<file path="src/rtl/sd_block_dma.sv">
// Sector DMA sequencer for the sdcard block cache.
// Moves one 512-byte sector between the card cache and main memory using the cache's register bus.
module sd_block_dma #(
  parameter int          ADDR_SHIFT = 9,
  parameter logic [23:0] TIMEOUT    = 24'hFFFFFF
) (
  input  logic        clk,
  input  logic        rst,
  input  logic        start_i,
  input  logic        dir_i,
  input  logic [31:0] lba_i,
  input  logic [31:0] mem_base_i,
  output logic        busy_o,
  output logic        done_o,
  output logic        err_o,
  output logic [15:0] sd_a_o,
  output logic [31:0] sd_d_o,
  output logic        sd_we_o,
  input  logic [31:0] sd_spo_i,
  output logic [31:0] mem_a_o,
  output logic [31:0] mem_d_o,
  output logic        mem_we_o,
  input  logic [31:0] mem_spo_i
);

  typedef enum logic [3:0] {
    S_IDLE, S_CHECK, S_POLL0, S_SETADDR, S_FILL, S_TRIG,
    S_SETTLE, S_POLL1, S_DRAIN, S_DONE, S_FAIL
  } state_t;

  state_t      state_q, state_d;
  logic [6:0]  cnt_q, cnt_d;
  logic [23:0] tmo_q, tmo_d;
  logic [31:0] lba_q, lba_d;
  logic [31:0] base_q, base_d;
  logic        dir_q, dir_d;
  logic        err_q, err_d;

  logic [63:0] cardAddr;
  logic        addrOverflow;
  logic        pollExpired;
  logic [31:0] wordOffset;
  logic [15:0] cacheAddr;

  // Shifting in 64 bits lets the overflow test see every bit lost by the 32-bit truncation.
  assign cardAddr     = {32'b0, lba_q} << ADDR_SHIFT;
  assign addrOverflow = |cardAddr[63:32];
  assign pollExpired  = (tmo_q == TIMEOUT - 24'd1);
  assign wordOffset   = {23'b0, cnt_q, 2'b00};
  assign cacheAddr    = {7'b0, cnt_q, 2'b00};
  assign err_o        = err_q;

  always_ff @(posedge clk) begin
    if (rst) begin
      state_q <= S_IDLE;
      cnt_q   <= '0;
      tmo_q   <= '0;
      lba_q   <= '0;
      base_q  <= '0;
      dir_q   <= 1'b0;
      err_q   <= 1'b0;
    end else begin
      state_q <= state_d;
      cnt_q   <= cnt_d;
      tmo_q   <= tmo_d;
      lba_q   <= lba_d;
      base_q  <= base_d;
      dir_q   <= dir_d;
      err_q   <= err_d;
    end
  end

  always_comb begin
    state_d  = state_q;
    cnt_d    = cnt_q;
    tmo_d    = tmo_q;
    lba_d    = lba_q;
    base_d   = base_q;
    dir_d    = dir_q;
    err_d    = err_q;
    busy_o   = (state_q != S_IDLE);
    done_o   = 1'b0;
    sd_a_o   = 16'h2010;
    sd_d_o   = '0;
    sd_we_o  = 1'b0;
    mem_a_o  = '0;
    mem_d_o  = '0;
    mem_we_o = 1'b0;
    case (state_q)
      S_IDLE: begin
        if (start_i) begin
          lba_d   = lba_i;
          base_d  = mem_base_i & 32'hFFFF_FFFC;
          dir_d   = dir_i;
          err_d   = 1'b0;
          state_d = S_CHECK;
        end
      end
      S_CHECK: begin
        sd_a_o = 16'h2000;
        if (sd_spo_i[0] || addrOverflow) begin
          state_d = S_FAIL;
        end else begin
          tmo_d   = '0;
          state_d = S_POLL0;
        end
      end
      S_POLL0, S_POLL1: begin
        // Ready wins over the timeout when both happen in the same cycle.
        if (sd_spo_i[0]) begin
          if (state_q == S_POLL0) state_d = S_SETADDR;
          else                    state_d = dir_q ? S_DONE : S_DRAIN;
        end else if (pollExpired) begin
          state_d = S_FAIL;
        end else begin
          tmo_d = tmo_q + 24'd1;
        end
      end
      S_SETADDR: begin
        sd_a_o  = 16'h1000;
        sd_d_o  = cardAddr[31:0];
        sd_we_o = 1'b1;
        cnt_d   = '0;
        state_d = dir_q ? S_FILL : S_TRIG;
      end
      S_FILL: begin
        mem_a_o = base_q + wordOffset;
        sd_a_o  = cacheAddr;
        sd_d_o  = mem_spo_i;
        sd_we_o = 1'b1;
        cnt_d   = cnt_q + 7'd1;
        if (cnt_q == 7'd127) state_d = S_TRIG;
      end
      S_TRIG: begin
        sd_a_o  = dir_q ? 16'h1008 : 16'h1004;
        sd_d_o  = 32'd1;
        sd_we_o = 1'b1;
        state_d = S_SETTLE;
      end
      S_SETTLE: begin
        tmo_d   = '0;
        state_d = S_POLL1;
      end
      S_DRAIN: begin
        sd_a_o   = cacheAddr;
        mem_a_o  = base_q + wordOffset;
        mem_d_o  = sd_spo_i;
        mem_we_o = 1'b1;
        cnt_d    = cnt_q + 7'd1;
        if (cnt_q == 7'd127) state_d = S_DONE;
      end
      S_DONE: begin
        done_o  = 1'b1;
        state_d = S_IDLE;
      end
      S_FAIL: begin
        err_d   = 1'b1;
        state_d = S_IDLE;
      end
      default: state_d = S_IDLE;
    endcase
  end

endmodule

</file>
<file path="config.mk">
export PLATFORM = sky130hd
export DESIGN_NAME = sd_block_dma
export DESIGN_NICKNAME = d
export VERILOG_FILES = /design/src/rtl/sd_block_dma.sv
export SDC_FILE = /design/constraint.sdc
export NUM_CORES = 1
export LEC_CHECK = 0
export CAP_MARGIN = 10
export CORE_MARGIN = 2
export CORE_UTILIZATION = 23
export DETAILED_ROUTE_END_ITERATION = 16
export PLACE_DENSITY = 0.49
export RECOVER_POWER = 25
export SLEW_MARGIN = 25
export SYNTH_ARGS = -nofsm -noshare
export SYNTH_HDL_FRONTEND = slang
export SYNTH_SLANG_ARGS = --single-unit
</file>
<file path="constraint.sdc">
create_clock -name clk -period 9.05 [get_ports clk]
set_input_delay 2.2625 -clock clk [delete_from_list [all_inputs] [get_ports clk]]
set_output_delay 2.2625 -clock clk [all_outputs]
set_load 0.02 [all_outputs]
</file>
==> impl_metrics.toml <==
[pwr]
total_power_mw = 2.01
irDropWorstVdd_mv = 0.121
power_density_mw_per_mm2 = 223
p_leak_nw = 3.26

[place]
placed_cells = 1359
pre_cts_ws_ns = 2.99
dpl-instance-area_mm2 = 0.00874
place.detailed.hpwl_um = 15500
portBuffers = 237
gp_congestion = 0.754

[cts]
clk_latency_ns = 0.36
cts-resized-gates = 0
cts_hold_buffers = 0
path_clk_slew_ns = 0.08
h-tree-depth = 3
cts_setup_buffers = 0
cts-root-buf = "clkbuf_16"
clock-sinks = 99
tritoncts = "yes"
cts_buffer_depth = 2
cts_made_buffers = 9

[worst_setup_path]
cp_data_required_time_ns = 6.79
cp-endpoint = "mem_a_o[31]"
cp_data_arrival_time_ns = 4.38
r2r-end = "base_q[24]"
ff2ff_path_depth = 6
startpoint = "state_q[3]"
cp-start-kind = "flop"
crit_fanout = 34
reg2reg_slack_ns = 4.84
rr_startpoint = "state_q[0]"
endpoint_kind = "output pin"
crit_type = "flop to output pin"

[floorplan]
die_w_um = 168
ioPinCount = 249
core-area_mm2 = 0.0267
die_y_um = 168
num_rows = 60
start_util = 0.232
die-area_mm2 = 0.0283

[synth]
ys_seq_elements = 99
synthArstFlopShare = 0
synth_warnings = 0
synth_area_mm2 = 0.00620
avgSynthCellArea_um2 = 7.35
synth_flop_cell = "dfxtp_1"
synth_cells = 844
synth_cell_types = 62
ys_seq_area_frac = 0.319
synth-edff-count = 0

[layout]
final_cell_mix = "clkdlybuf4s50_1 (235), nand2_1 (189), a21oi_1 (104)"
post-route-util = 0.338
num_antenna_cells = 0
area_growth_pct = 45.7
finalInstanceArea_mm2 = 0.00904
n_fill_cell = 2898
drive_gt1_frac = 0.0377
multi_input_area_mm2 = 0.00386
nNetsFinal = 1172
layout_commonest_cell = "clkdlybuf4s50_1"
seqCellArea_mm2 = 0.00198
stdcell_count = 1375

[route]
firstDrtPassIters = 6
drc = 0
avgViaCountPerCell = 4.90
dr_wl_met3_um = 2000
m1WireLength_um = 9980
dr.first_iter.drc_count = 336
route.met2.wl_um = 10000
via_count = 6739
antenna_left = 0
routed.top_layer = "met4"
finalWirelength_um = 22300
avgRoutedWirePerCell_um = 16.2

[min_path]
hold_class = "flop to flop"

[sta]
final-setup-viol-count = 0
maxSlewHeadroom = -1.12
finClkSkew_ns = 0.00980
whs_ns = 0.456
fin_ws_ns = 2.41
drv_slew = 156
min_period_over_period = 0.734
finalHoldViolCount = 0
worst_pin_slew_ns = 3.18
fin_tns_setup_ns = 0
fmax_ghz = 0.151
rsz0062_at_grt = "no"
min_period_ns = 6.64

[outcome]
run_status = "finished with violations"
violations = "capacitance limit, slew limit"

[global_route]
grt_max_degree = 64
grt_use_total = 0.152
grt_pass1_wl_um = 34600
grt_pass1_vias = 6339
overflow = 0
antenna_found_initial = 0

[flow_run]
maxCapViolCount = 3
## state kept, by name (all words and copies together), names as in the netlist
| register | flops |
|---|---|
| dir_q | 1 |
| state_q | 4 |
| tmo_q | 24 |
| cnt_q | 7 |
| lba_q | 32 |
| err_o | 1 |
| base_q | 30 |
## how the worst min path moves through the flow
stage	from	to	slack, ns	cells after the start
floorplan	lba_q[26]	lba_q[26]	0.44	2
global placement	lba_q[27]	lba_q[27]	0.44	2
detailed placement	lba_q[6]	lba_q[6]	0.45	2
CTS	lba_q[6]	lba_q[6]	0.46	2
global route	lba_q[1]	lba_q[1]	0.48	2
finish	lba_q[30]	lba_q[30]	0.46	2
## metal layers
layer,track usage,vias up
met5,0,-
met4,0.0397,0
met3,0.0470,11
met2,0.252,252
met1,0.190,3103
li1,-,3373
## cells in the mapped netlist (all sizes together), types with 2 or more instances
cell,n,share of area
nand2,191,0.12
a21oi,104,0.084
dfxtp,99,0.32
and3,59,0.060
clkbuf,50,0.031
buf,31,0.031
nand3,29,0.023
nor2,28,0.017
a22o,23,0.032
o21ai,23,0.019
mux2i,17,0.027
nand2b,17,0.017
nor3,16,0.013
and2,11,0.011
a21o,10,0.012
ha,10,0.020
nand4,9,0.0091
inv,8,0.0048
or3,8,0.0081
a2111o,7,0.013
and4,7,0.0099
nor4,7,0.0071
o311ai,7,0.0099
o41ai,7,0.0099
a32o,5,0.0081
nor2b,5,0.0050
o31ai,5,0.0061
or4,5,0.0061
a21boi,4,0.0048
a31oi,4,0.0040
xor2,4,0.0056
a311oi,3,0.0042
nor4b,3,0.0067
o21a,3,0.0036
xnor2,3,0.0042
a211oi,2,0.0024
nand3b,2,0.0024
nand4b,2,0.0028
o221a,2,0.0036
o22a,2,0.0028
## cell type report
cell class              count  share of cell area
multi-input cells         664               0.427
inverters                   8             0.00332
flip-flops and latches     99               0.219
clock inverters             7             0.00983
repair buffers            247               0.269
well taps                 341              0.0472
clock buffers               9              0.0249
## critical path, stage by stage, from the launching register on
cell and delay (ns):
dfxtp_1 0.74, clkbuf_1 0.87, xor2_1 0.45, nand2_1 0.61, a2111o_1 0.53, o21ai_0 0.14
clkdlybuf4s50_1 0.67
## cell families after synthesis
kind of cell               count (synthesis)  share of synthesized area
and+or+nand+nor                          400                      0.318
AOI/OAI and AO/OA                        219                      0.233
DFF                                       99                      0.319
buffers and inverters                     89                     0.0663
muxes                                     18                     0.0292
adders and majority gates                 11                     0.0234
xor gates and xnor gates                   7                    0.00988
other                                      1                   0.000604
## report_power, final
part	total, mW	switching (mW)	internal, mW
sequential	0.623	0.107	0.516
combinational	0.965	0.582	0.383
clock	0.425	0.202	0.223
total	2.01	0.891	1.12
Note: power is estimated with default switching activity, not from simulation.
